<file path="src/rtl/ibus_prefetch_queue_if.sv">
// ----------------------------------------------------------------------------
// ibus_prefetch_queue_if
//   Signal bundle between the instruction prefetch queue, the fetch stage and
//   the instruction bus.
//
//   Core side : redirect, redirect_pc, instr_ready  -> queue
//               instr_valid, instr, instr_pc        <- queue
//   Bus side  : mreq_valid, mreq_addr               <- queue
//               mresp_addr_ok, mresp_data_ok,
//               mresp_data                          -> queue
//
//   modport master : view taken by the prefetch queue itself
//   modport slave  : view taken by the environment (core + bus)
// ----------------------------------------------------------------------------
interface ibus_prefetch_queue_if;
  logic        redirect;
  logic [31:0] redirect_pc;
  logic        instr_ready;
  logic        instr_valid;
  logic [31:0] instr;
  logic [31:0] instr_pc;
  logic        mreq_valid;
  logic [31:0] mreq_addr;
  logic        mresp_addr_ok;
  logic        mresp_data_ok;
  logic [31:0] mresp_data;

  modport master (
    input  redirect, redirect_pc, instr_ready,
    input  mresp_addr_ok, mresp_data_ok, mresp_data,
    output instr_valid, instr, instr_pc,
    output mreq_valid, mreq_addr
  );

  modport slave (
    output redirect, redirect_pc, instr_ready,
    output mresp_addr_ok, mresp_data_ok, mresp_data,
    input  instr_valid, instr, instr_pc,
    input  mreq_valid, mreq_addr
  );
endinterface

</file>
<file path="src/rtl/ibus_prefetch_queue.sv">
// ----------------------------------------------------------------------------
// ibus_prefetch_queue
//   Instruction prefetcher: issues sequential word fetches on the instruction
//   bus (one outstanding at a time), buffers returned words with their PC in a
//   DEPTH-entry FIFO and presents the head to the fetch stage via valid/ready.
//   A redirect empties the FIFO, restarts fetching at the new PC and squashes
//   whatever fetch is in flight.
//
//   Ports:
//     clk    - clock, all state changes on posedge
//     reset  - asynchronous, active-high
//     bus    - ibus_prefetch_queue_if.master (core handshake + bus request)
// ----------------------------------------------------------------------------
module ibus_prefetch_queue #(
  parameter int          DEPTH    = 4,
  parameter logic [31:0] RESET_PC = 32'hbfc0_0000
) (
  input  logic                   clk,
  input  logic                   reset,
  ibus_prefetch_queue_if.master  bus
);

  localparam int             PTR_W    = $clog2(DEPTH);
  localparam logic [PTR_W:0] FULL_CNT = (PTR_W + 1)'(DEPTH);

  typedef enum logic [1:0] {IDLE, REQ, WAIT, DISCARD} state_t;

  state_t           state_q, state_d;
  logic [31:0]      fetch_pc_q, fetch_pc_d;
  logic [31:0]      req_pc_q, req_pc_d;
  logic             stale_q, stale_d;
  logic [PTR_W:0]   count_q, count_d;
  logic [PTR_W-1:0] rd_ptr_q, rd_ptr_d;
  logic [PTR_W-1:0] wr_ptr_q, wr_ptr_d;

  logic             push;
  logic             pop;
  logic [31:0]      slot_data [DEPTH];
  logic [31:0]      slot_pc   [DEPTH];

  // Low address bits of the redirect target are deliberately discarded.
  logic             unused_ok;
  assign unused_ok = &{1'b0, bus.redirect_pc[1:0]};

  // Redirect wins over a pop: the head being consumed is flushed anyway.
  assign pop = (count_q != '0) && bus.instr_ready && !bus.redirect;

  // --------------------------------------------------------------------------
  // Fetch FSM, next-state and request bookkeeping
  // --------------------------------------------------------------------------
  always_comb begin
    state_d    = state_q;
    fetch_pc_d = fetch_pc_q;
    req_pc_d   = req_pc_q;
    stale_d    = stale_q;
    push       = 1'b0;

    case (state_q)
      IDLE: begin
        // Issue is gated on a free slot so the single outstanding fetch can
        // always be absorbed; a concurrent pop is not credited.
        if (!bus.redirect && (count_q != FULL_CNT)) begin
          state_d  = REQ;
          req_pc_d = fetch_pc_q;
        end
      end
      REQ: begin
        if (bus.mresp_addr_ok) begin
          if (stale_q || bus.redirect) begin
            state_d = DISCARD;
          end else begin
            state_d    = WAIT;
            fetch_pc_d = req_pc_q + 32'd4;
          end
        end else if (bus.redirect) begin
          // The bus request cannot be withdrawn; remember to drop its data.
          stale_d = 1'b1;
        end
      end
      WAIT: begin
        if (bus.mresp_data_ok) begin
          state_d = IDLE;
          push    = !bus.redirect;
        end else if (bus.redirect) begin
          state_d = DISCARD;
        end
      end
      DISCARD: begin
        if (bus.mresp_data_ok) begin
          state_d = IDLE;
          stale_d = 1'b0;
        end
      end
      default: state_d = IDLE;
    endcase

    if (bus.redirect) begin
      fetch_pc_d = {bus.redirect_pc[31:2], 2'b00};
    end
  end

  // --------------------------------------------------------------------------
  // FIFO pointers and occupancy
  // --------------------------------------------------------------------------
  always_comb begin
    rd_ptr_d = rd_ptr_q;
    wr_ptr_d = wr_ptr_q;
    count_d  = count_q;
    if (bus.redirect) begin
      rd_ptr_d = '0;
      wr_ptr_d = '0;
      count_d  = '0;
    end else begin
      if (push) wr_ptr_d = wr_ptr_q + 1'b1;
      if (pop)  rd_ptr_d = rd_ptr_q + 1'b1;
      case ({push, pop})
        2'b10:   count_d = count_q + 1'b1;
        2'b01:   count_d = count_q - 1'b1;
        default: count_d = count_q;
      endcase
    end
  end

  always_ff @(posedge clk or posedge reset) begin
    if (reset) begin
      state_q    <= IDLE;
      fetch_pc_q <= {RESET_PC[31:2], 2'b00};
      req_pc_q   <= '0;
      stale_q    <= 1'b0;
      count_q    <= '0;
      rd_ptr_q   <= '0;
      wr_ptr_q   <= '0;
    end else begin
      state_q    <= state_d;
      fetch_pc_q <= fetch_pc_d;
      req_pc_q   <= req_pc_d;
      stale_q    <= stale_d;
      count_q    <= count_d;
      rd_ptr_q   <= rd_ptr_d;
      wr_ptr_q   <= wr_ptr_d;
    end
  end

  // --------------------------------------------------------------------------
  // Storage slots: registered so the head never sees mresp_data directly.
  // --------------------------------------------------------------------------
  for (genvar gi = 0; gi < DEPTH; gi++) begin : g_slot
    logic [31:0] data_q;
    logic [31:0] pc_q;

    always_ff @(posedge clk or posedge reset) begin
      if (reset) begin
        data_q <= '0;
        pc_q   <= '0;
      end else if (push && (wr_ptr_q == PTR_W'(gi))) begin
        data_q <= bus.mresp_data;
        pc_q   <= req_pc_q;
      end
    end

    assign slot_data[gi] = data_q;
    assign slot_pc[gi]   = pc_q;
  end

  // --------------------------------------------------------------------------
  // Outputs
  // --------------------------------------------------------------------------
  assign bus.instr_valid = (count_q != '0);
  assign bus.instr       = slot_data[rd_ptr_q];
  assign bus.instr_pc    = slot_pc[rd_ptr_q];
  assign bus.mreq_valid  = (state_q == REQ);
  assign bus.mreq_addr   = req_pc_q;

endmodule
</file>
<file path="src/flat_wrapper.sv">
// flat-port wrapper written by rule: the top's interface ports become plain ports
module ibus_prefetch_queue_flat 
#(
  parameter int          DEPTH    = 4,
  parameter logic [31:0] RESET_PC = 32'hbfc0_0000
)
  (clk, reset, bus_redirect, bus_redirect_pc, bus_instr_ready, bus_mresp_addr_ok, bus_mresp_data_ok, bus_mresp_data, bus_instr_valid, bus_instr, bus_instr_pc, bus_mreq_valid, bus_mreq_addr);
  ibus_prefetch_queue_if bus_i ();
  input  logic clk;
  input  logic reset;
  input wire logic [$bits(bus_i.redirect)-1:0] bus_redirect;
  input wire logic [$bits(bus_i.redirect_pc)-1:0] bus_redirect_pc;
  input wire logic [$bits(bus_i.instr_ready)-1:0] bus_instr_ready;
  input wire logic [$bits(bus_i.mresp_addr_ok)-1:0] bus_mresp_addr_ok;
  input wire logic [$bits(bus_i.mresp_data_ok)-1:0] bus_mresp_data_ok;
  input wire logic [$bits(bus_i.mresp_data)-1:0] bus_mresp_data;
  output wire logic [$bits(bus_i.instr_valid)-1:0] bus_instr_valid;
  output wire logic [$bits(bus_i.instr)-1:0] bus_instr;
  output wire logic [$bits(bus_i.instr_pc)-1:0] bus_instr_pc;
  output wire logic [$bits(bus_i.mreq_valid)-1:0] bus_mreq_valid;
  output wire logic [$bits(bus_i.mreq_addr)-1:0] bus_mreq_addr;
  assign bus_i.redirect = bus_redirect;
  assign bus_i.redirect_pc = bus_redirect_pc;
  assign bus_i.instr_ready = bus_instr_ready;
  assign bus_i.mresp_addr_ok = bus_mresp_addr_ok;
  assign bus_i.mresp_data_ok = bus_mresp_data_ok;
  assign bus_i.mresp_data = bus_mresp_data;
  assign bus_instr_valid = bus_i.instr_valid;
  assign bus_instr = bus_i.instr;
  assign bus_instr_pc = bus_i.instr_pc;
  assign bus_mreq_valid = bus_i.mreq_valid;
  assign bus_mreq_addr = bus_i.mreq_addr;
  ibus_prefetch_queue #(.DEPTH(DEPTH), .RESET_PC(RESET_PC)) u_core (.clk(clk), .reset(reset), .bus(bus_i));
endmodule
</file>
<file path="config.mk">
export PLATFORM = sky130hd
export DESIGN_NAME = ibus_prefetch_queue_flat
export DESIGN_NICKNAME = d
export VERILOG_FILES = /design/src/rtl/ibus_prefetch_queue_if.sv /design/src/rtl/ibus_prefetch_queue.sv /design/src/flat_wrapper.sv
export SDC_FILE = /design/constraint.sdc
export NUM_CORES = 1
export LEC_CHECK = 0
export ABC_AREA = 1
export BUFFER_PORTS_ARGS = -buffer_cell sky130_fd_sc_hd__buf_2
export CAP_MARGIN = 15
export CORE_MARGIN = 8
export CORE_UTILIZATION = 53
export CTS_CLUSTER_DIAMETER = 200
export DETAILED_ROUTE_END_ITERATION = 12
export PLACE_DENSITY = 0.81
export SYNTH_ARGS = -nofsm -noshare
export SYNTH_HDL_FRONTEND = slang
export SYNTH_SLANG_ARGS = --single-unit
</file>
<file path="constraint.sdc">
create_clock -name clk -period 9.98 [get_ports clk]
set_input_delay 0.499 -clock clk [delete_from_list [all_inputs] [get_ports clk]]
set_output_delay 0.499 -clock clk [all_outputs]
set_load 0.01 [all_outputs]
</file>
==> results of run 1 <==
==> sequential cells by signal, indices dropped and copies added, names as in the netlist <==
name and cells:
u_core.count_q 3, u_core.bus.mreq_addr 32, u_core.wr_ptr_q 2, u_core.rd_ptr_q 2, u_core.g_slot.pc_q 128, u_core.state_q 2, u_core.g_slot.data_q 128, u_core.fetch_pc_q 32
u_core.stale_q 1
==> logic make-up (layout without fill, tap and decap cells) <==
family	Yosys count	after routing	synth area share
fa+ha+maj	6	6	0.005429
flops	330	330	0.5437
xor+xnor	8	8	0.004607
compound gates	523	523	0.1890
buf+inv	223	347	0.07486
simple gates	707	707	0.1825
==> worst reg2reg max path, delay by kind of cell (launching register included) <==
kind,cells,cell delay (ns)
buffers and inverters,3,1.08
and+or+nand+nor,3,0.87
DFF,1,0.43
AOI/OAI and AO/OA,1,0.12
==> per-layer routing <==
metal / up-vias / global-route usage
li1: 6129 / -
met1: 6219 / 0.3078
met2: 457 / 0.3597
met3: 74 / 0.03629
met4: 0 / 0.06882
met5: - / 0
==> Yosys cell counts, types with 2 or more instances <==
cell and n:
o21ai_2 36, nand3_1 44, nor2_4 2, xor2_1 7, buf_1 5, nor2_1 214
nand2_2 6, a21oi_1 22, o21ai_0 148, dfrtp_1 321, inv_1 101, inv_2 8
o21bai_1 3, nor2_2 4, nand2_1 430, o22ai_1 72, ha_1 5, clkbuf_1 45
nand4_1 2, o211ai_1 3, buf_2 28, o21ai_1 234, dfstp_2 9, o221ai_1 4
buf_6 35, nor3_1 2
==> power groups by stage <==
stage                     logic (mW)  clock network, mW  registers (mW)
after CTS                       1.63               1.37            1.98
after floorplan                 1.09                  0            1.94
after detailed placement        1.62                  0            2.00
after global placement          1.58                  0            1.98
after global routing            1.83               1.42            2.03
final                           1.62               1.34            1.99
==> metrics by stage <==
| stage | area [sq um] | total power, mW | setup slack [ns] | instances | hold WS, ns |
|---|---|---|---|---|---|
| 2_1_floorplan | 15210 | 3.033 | 0.3561 | 1797 | 0.4475 |
| 3_3_place_gp | 15910 | 3.560 | 6.639 | 2242 | 0.4579 |
| 3_5_place_dp | 15910 | 3.621 | 6.589 | 2242 | 0.4590 |
| 4_1_cts | 17110 | 4.980 | 6.178 | 2305 | 0.1908 |
| 5_1_grt | 17110 | 5.279 | 5.974 | 2305 | 0.2141 |
| 6_report | 17110 | 4.948 | 6.162 | 2305 | 0.1758 |
==> final cells by class <==
class / instances / area share
Sequential cell: 330 / 0.4836
Multi-Input combinational cell: 1244 / 0.3403
Clock buffer: 53 / 0.06231
Timing Repair Buffer: 175 / 0.05339
Tap cell: 384 / 0.02808
Inverter: 109 / 0.02443
Clock inverter: 10 / 0.007898
==> how the worst max path moves through the flow <==
stage / to / cells after the start
2_1_floorplan: u_core.bus.mreq_addr[0]$_DFFE_PP0P_ / 1
3_3_place_gp: u_core.g_slot[1].pc_q[1]$_DFFE_PP0P_ / 8
3_5_place_dp: u_core.g_slot[1].pc_q[25]$_DFFE_PP0P_ / 8
4_1_cts: bus_instr_pc[25] / 5
5_1_grt: bus_instr_pc[18] / 5
6_report: bus_instr_pc[25] / 5
==> results.toml, run 1 <==
[run_status]
status = "finished, final reports clean"

[grt]
antenna_found_initial = 0
first_global_vias = 12534
grt_pass1_wl_mm = 63.18
grt_util_all_layers = 0.2237
grt_max_degree = 195
overflow = 0

[setup_path]
reg2reg_to = "u_core.g_slot[1].pc_q[24]$_DFFE_PP0P_"
cp_slowest_cell = "clkinv_2"
cp_max_fo = 68
path_cells = "clkinv_2 > buf_4 > o21ai_0 > o22ai_1 > buf_2"
cp-end-kind = "primary output"
r2r-start = "u_core.state_q[0]$_DFFE_PP0P_"
slowest_delay_ns = 0.81
crit_path_start = "u_core.rd_ptr_q[0]$_DFFE_PP0P_"
r2r_slack_ns = 7.39
cp-start-kind = "flip-flop"
critical-path-top-delay-family = "buffers and inverters"
cp.arrival_ns = 3.32
reg2reg_depth = 7
crit_buf_inv = 3
crit_required_ns = 9.48
worstSetupPathType = "flip-flop to primary output"

[die]
dieArea_sq_mm = 0.03437
num_io_pins = 168
die_h_um = 185.4
core_area_sq_mm = 0.02847
start_util = 0.5342
die_x_um = 185.4
placementRows = 62

[drt]
met2_length_mm = 17.77
drtPass1Iterations = 7
vias_per_cell = 5.587
wl_mm = 38.17
drt_iter0_markers = 1155
wl_per_cell_um = 16.56
top_layer_used = "met4"
num_vias = 12879
met3WireLength_mm = 2.753
antenna_left = 0
drt-met1-wl_mm = 16.76
route.detailed.drc = 0

[synth]
synth-main-ff-cell = "dfrtp_1"
netlist_top_cells_area = "dfrtp_1 (53%), nand2_1 (11%), o21ai_1 (7.7%)"
synth_top_area_share = 0.5281
yosys.area.top_type = "dfrtp_1"
synth.distinct_cells = 33
synth_nets = 1873
ys_async_sr_fraction = 1.000
avgSynthCellArea_sq_um = 8.464
syn_inst = 1797
ys_warn_count = 0
ys_seq_elements = 330
seq_area_frac_synth = 0.5437
synth-edff-count = 0
synth_area_sq_mm = 0.01521

[timing]
fmax_mhz = 261.9
setup_violations = 0
rsz0062_at_grt = "false"
tns_ns = 0
final_max_slew_viol_count = 0
hold_violations = 0
period_minus_slack_ns = 3.818
period_share = 0.3826
relSlewSlack = 0.2914
skew_ns = 0.007354
worstMarginPinSlew_ns = 1.063

[hold_path]
hp-class = "primary input to asynchronous set/reset pin"

[cts]
path_clk_slew_ns = 0.06
clk_path_buf_depth = 3
cts_buffers = 36
hold_buffers = 0
cts-root-buf = "clkbuf_16"
h-tree-depth = 2
clock_latency_ns = 0.51
cts_setup_buffers = 0
cts_sinks = 330
cts_tree = "done"
cts.repair.resized = 0

[final_layout]
multi_input_area_sq_mm = 0.005822
diodes = 0
syn2layout_area_growth_pct = 12.49
register_area_sq_mm = 0.008274
layout-drive-gt1-share = 0.1572
final_cell_mix = "nand2_1 (430), dfrtp_1 (319), o21ai_1 (234), nor2_1 (214), buf_2 (165)"
layout.nets = 1972
layout_commonest_cell = "nand2_1"
finish.utilization = 0.6009
fillers = 2478

[pwr]
vdd_drop_max_mv = 0.1515
clockPowerShare = 0.271
p_seq_frac = 0.402
combPwrFrac = 0.327
p_int_mw = 3.115
p_switching_mw = 1.832
p_per_area_mw_per_mm2 = 289.2
switching_share = 0.3704
p_leak_nw = 8.363

[place]
hpwl_mm = 23.28
place_congestion = 0.9544
portBuffers = 165

[run]
cap_violations = 0
No activity file was read; power rests on OpenSTA's default activity.
==> run 2: changes to the inputs <==
CORE_UTILIZATION = 59   (was 53)
PLACE_DENSITY = 0.85   (was 0.81)
clock period = 3.75 ns   (was 9.98 ns; I/O delays follow)
==> run 2 against run 1 <==
Combinational power increased to 2.7 times the previous value. Non-clock buffer count is 55 higher. Flip-flop and latch count stayed put. Count of clock-buffer cells in the layout decreased by 1. Clock power grew to 2.6 times the previous value. Via count is 2.3% higher. Sequential power grew to 2.7 times the previous value. Clock skew rose by 0.0049 ns. Wire length is 2.0% higher.
==> results.toml, run 2 (synthesis results as in run 1) <==
[die]
core_area_sq_mm = 0.02525
die_x_um = 176.6
start_util = 0.6023
die_h_um = 176.6
dieArea_sq_mm = 0.03117
placementRows = 58
num_io_pins = 168

[setup_path]
crit_required_ns = 3.56
reg2reg_depth = 7
worstSetupPathType = "flip-flop to primary output"
r2r_slack_ns = 1.50
cp.arrival_ns = 2.74
cp_max_fo = 74
cp-end-kind = "primary output"
cp-start-kind = "flip-flop"

[run]
cap_violations = 0

[run_status]
status = "finished, final reports clean"

[timing]
fmax_mhz = 342.1
worst_slack_ns = 0.8267
worstMarginPinSlew_ns = 0.9782
period_minus_slack_ns = 2.923
period_share = 0.7796
skew_ns = 0.01230
hold_violations = 0
relSlewSlack = 0.3471
whs_ns = 0.01118
tns_ns = 0
final_max_slew_viol_count = 0
rsz0062_at_grt = "false"
setup_violations = 0

[drt]
vias_per_cell = 5.719
drt_iter0_markers = 1092
num_vias = 13176
wl_per_cell_um = 16.89
route.detailed.drc = 0
wl_mm = 38.92
antenna_left = 0
drtPass1Iterations = 5

[hold_path]
min_path_cells = 5
hp-class = "primary input to flip-flop"

[final_layout]
layout_commonest_cell = "nand2_1"
reg.largest.list = "u_core.g_slot.data_q x128, u_core.g_slot.pc_q x128"
fin_area_sq_mm = 0.01758
fillers = 1902
syn2layout_area_growth_pct = 15.57
layout-drive-gt1-share = 0.1556
final_cell_mix = "nand2_1 (430), dfrtp_1 (319), o21ai_1 (234), nor2_1 (214), buf_2 (165)"
layout.nets = 2026

[place]
place_congestion = 0.9622
portBuffers = 165
pre_cts_ws_ns = 1.315
hpwl_mm = 23.31
placed_cell_area_sq_mm = 0.01594

[grt]
grt_use_met3 = 0.04871
antenna_found_initial = 2
grt_pass1_wl_mm = 64.44
overflow = 0
grt_max_degree = 153
grt_util_all_layers = 0.2498
first_global_vias = 12990
met2_usage = 0.4015
gr-usage-met1 = 0.3278
grt-busiest-layer = "met2"

[pwr]
finalPower_mw = 13.14
p_leak_nw = 8.598
vdd_drop_max_mv = 0.4584
p_per_area_mw_per_mm2 = 747.7

[cts]
cts_sinks = 330
cts_buffers = 35
clock_latency_ns = 0.51
cts-root-buf = "clkbuf_16"
clk_path_buf_depth = 3
path_clk_slew_ns = 0.06
h-tree-depth = 2
cts_tree = "done"
cts.repair.resized = 0
-- run 2: changes by cell type in the layout (fill, tap and decap cells not counted) --
cell	previous run	this run
buf_12	1	5
inv_6	1	0
dlygate4sd3_1	0	48
bufinv_16	3	2
diode_2	0	1
clkbuf_1	8	7
buf_4	9	12
clkinv_2	5	6
inv_8	1	0
-- run 2: metal layers --
layer	vias up	part of all wire
li1	6234	-
met1	6312	0.42
met2	536	0.47
met3	92	0.072
met4	2	0.038
met5	-	0.00039
-- run 2: report_power, final --
group          switching [mW]  internal [mW]  leakage, nW
sequential              0.748           4.57         4.33
clock                    1.36           2.09        0.574
combinational            2.78           1.59         3.69
total                    4.89           8.25         8.60
-- run 2: area by class of cell --
cell class	count	area, sq um	share of cell area
inverter	109	414.1	0.02356
antenna	1	2.502	0.0001424
timing repair buffer	230	1496	0.08513
multi-input combinational	1244	5822	0.3312
sequential	330	8274	0.4707
clock inverter	8	93.84	0.005338
clock buffer	52	1062	0.06043
tap	330	412.9	0.02349
-- run 2: through the flow --
stage                       util  instances
final                     0.6960       2304
after global routing      0.6960       2304
after CTS                 0.6959       2303
after detailed placement  0.6311       2195
after global placement    0.6311       2195
after floorplan                -       1797
-- run 2: worst paths after layout --
path	startpoint	endpoint
worst max-delay path	u_core.rd_ptr_q[0]$_DFFE_PP0P_	bus_instr[16]
worst min-delay path	bus_redirect_pc[19]	u_core.fetch_pc_q[19]$_DFFE_PP0P_
worst min register to register	u_core.fetch_pc_q[24]$_DFFE_PP1P_	u_core.fetch_pc_q[24]$_DFFE_PP1P_
max in group asynchronous	reset	u_core.bus.mreq_addr[26]$_DFFE_PP0P_
worst max register to register	u_core.state_q[0]$_DFFE_PP0P_	u_core.g_slot[2].pc_q[10]$_DFFE_PP0P_
min in group asynchronous	reset	u_core.g_slot[0].pc_q[11]$_DFFE_PP0P_
-- run 2: worst max-delay path, cell delays in order, from the launching register on --
cell and delay (ns):
dfrtp_4 0.83, buf_4 0.71, o21ai_0 0.19, o22ai_1 0.28
buf_2 0.18
-- run 2: what timing repair did --
| action | in CTS | in global routing |
|---|---|---|
| hold buffers | 48 | 0 |
| endpoints found under the hold margin | 128 | 0 |
| buffers inserted | 0 | 0 |
==> run 3: changes to the inputs <==
clock period = 3.05 ns   (was 3.75 ns; I/O delays follow)
==> run 3 against run 2 <==
Via count up 1.6%. Non-clock buffer count grew 18. Critical path depth is 1 higher. Highest routed layer is now met4.
==> results.toml, run 3 (synthesis results as in run 1) <==
[run_status]
status = "finished, final reports clean"

[hold_path]
min_path_cells = 4
hp-class = "primary input to flip-flop"
whs_endpoint = "u_core.stale_q$_DFFE_PP0P_"
worstHoldStart = "bus_mresp_addr_ok"

[die]
placementRows = 58
num_io_pins = 168
start_util = 0.6023
dieArea_sq_mm = 0.03117
core_area_sq_mm = 0.02525
die_x_um = 176.6
die_h_um = 176.6

[drt]
wl_per_cell_um = 17.24
antenna_left = 0
drtPass1Iterations = 8
wl_mm = 40.06
drt_iter0_markers = 1354
vias_per_cell = 5.763
route.detailed.drc = 0
num_vias = 13393

[timing]
relSlewSlack = 0.5152
setup_violations = 0
skew_ns = 0.01299
rsz0062_at_grt = "false"
hold_violations = 0
worstMarginPinSlew_ns = 0.7272
period_share = 0.8460
period_minus_slack_ns = 2.580
final_max_slew_viol_count = 0
fmax_mhz = 387.5

[grt]
first_global_vias = 13046
overflow = 0
gr-usage-met1 = 0.3257
grt_util_all_layers = 0.2533
grt_use_met3 = 0.04657
met2_usage = 0.4205
grt_max_degree = 130
grt_pass1_wl_mm = 65.49
grt-busiest-layer = "met2"
antenna_found_initial = 0

[pwr]
p_int_mw = 10.25
combPwrFrac = 0.338
switching_share = 0.3746
vdd_drop_max_mv = 0.6155
finalPower_mw = 16.39
p_seq_frac = 0.395
p_switching_mw = 6.138
clockPowerShare = 0.267
p_per_area_mw_per_mm2 = 918.6
p_leak_nw = 8.719

[final_layout]
layout_commonest_cell = "nand2_1"
reg.largest.list = "u_core.g_slot.data_q x128, u_core.g_slot.pc_q x128"
diodes = 0
layout.nets = 2044
final_cell_mix = "nand2_1 (430), dfrtp_1 (319), o21ai_1 (234), nor2_1 (214), buf_2 (165)"
syn2layout_area_growth_pct = 17.29
fin_area_sq_mm = 0.01784
layout-drive-gt1-share = 0.1585

[setup_path]
reg2reg_to = "u_core.count_q[2]$_DFFE_PP0P_"
worstSetupPathType = "flip-flop to primary output"
reg2reg_depth = 10
cp.arrival_ns = 2.43
cp-end-kind = "primary output"
r2r_slack_ns = 1.09
cp_max_fo = 49
crit_required_ns = 2.90
r2r-start = "u_core.state_q[0]$_DFFE_PP0P_"
cp-start-kind = "flip-flop"
crit_path_start = "u_core.rd_ptr_q[0]$_DFFE_PP0P_"

[place]
portBuffers = 165
place_congestion = 0.9650
placed_cell_area_sq_mm = 0.01601
hpwl_mm = 23.10

[cts]
cts.repair.resized = 0
h-tree-depth = 2
clk_path_buf_depth = 3
cts-root-buf = "clkbuf_16"
cts_sinks = 330
cts_buffers = 35
clock_latency_ns = 0.51
cts_tree = "done"
path_clk_slew_ns = 0.06

[run]
cap_violations = 0
-- run 3: cell types whose count changed in the layout (fill, tap and decap cells not counted) --
cell,change
buf_12,+4
buf_4,-1
bufinv_16,+1
clkbuf_1,-3
clkbuf_8,-1
clkinv_2,+4
clkinv_4,+1
clkinvlp_4,+1
diode_2,-1
dlygate4sd3_1,+15
-- run 3: metrics by stage --
stage / hold slack (ns) / instances / setup TNS (ns) / utilization / setup WS [ns]
2_1_floorplan: 0.2765 / 1797 / -484.88 / - / -1.502
3_3_place_gp: 0.2612 / 2198 / 0 / 0.6340 / 1.038
3_5_place_dp: 0.2643 / 2198 / 0 / 0.6340 / 1.002
4_1_cts: 0.003225 / 2324 / 0 / 0.7064 / 0.4602
5_1_grt: 0.02376 / 2324 / 0 / 0.7064 / 0.3998
6_report: 0.01948 / 2324 / 0 / 0.7064 / 0.4696
-- run 3: how the worst max path moves through the flow --
stage	slack [ns]	cells past startpoint	to
2_1_floorplan	-1.50	1	u_core.bus.mreq_addr[0]$_DFFE_PP0P_
3_3_place_gp	1.04	11	u_core.count_q[2]$_DFFE_PP0P_
3_5_place_dp	1.00	11	u_core.count_q[2]$_DFFE_PP0P_
4_1_cts	0.46	5	bus_instr_pc[7]
5_1_grt	0.40	5	bus_instr_pc[11]
6_report	0.47	5	bus_instr_pc[7]
-- run 3: layer usage --
layer  vias up  part of all wire
met1      6418              0.41
met2       610              0.48
met3        93             0.076
met4         0             0.030
li1       6272                 -
met5         -                 0
-- run 3: repair_timing --
item / 4_1_cts / 5_1_grt
hold buffers: 63 / 0
setup buffers: 0 / 0
hold endpoints to repair: 178 / 0
-- run 3: critical path, cell delays in order (launching register included) --
cell      delay [ns]
dfrtp_4         0.49
clkinv_2        0.26
buf_4           0.51
o21ai_0         0.17
o22ai_1         0.27
buf_2           0.20
-- run 3: area by class of cell --
class                      count  area, sq um
sequential                   330         8274
fill                        1837         7415
multi-input combinational   1244         5822
timing repair buffer         248         1719
clock buffer                  48         1037
inverter                     109        414.1
tap                          330        412.9
clock inverter                15        160.2
-- run 3: power by group through the flow --
stage                     Clock, mW  Sequential [mW]  Combinational [mW]
after CTS                      4.44             6.42                5.52
after floorplan                   0             6.36                3.56
after detailed placement          0             6.47                5.39
after global placement            0             6.42                5.22
after global routing           4.62             6.60                6.17
final                          4.38             6.46                5.55
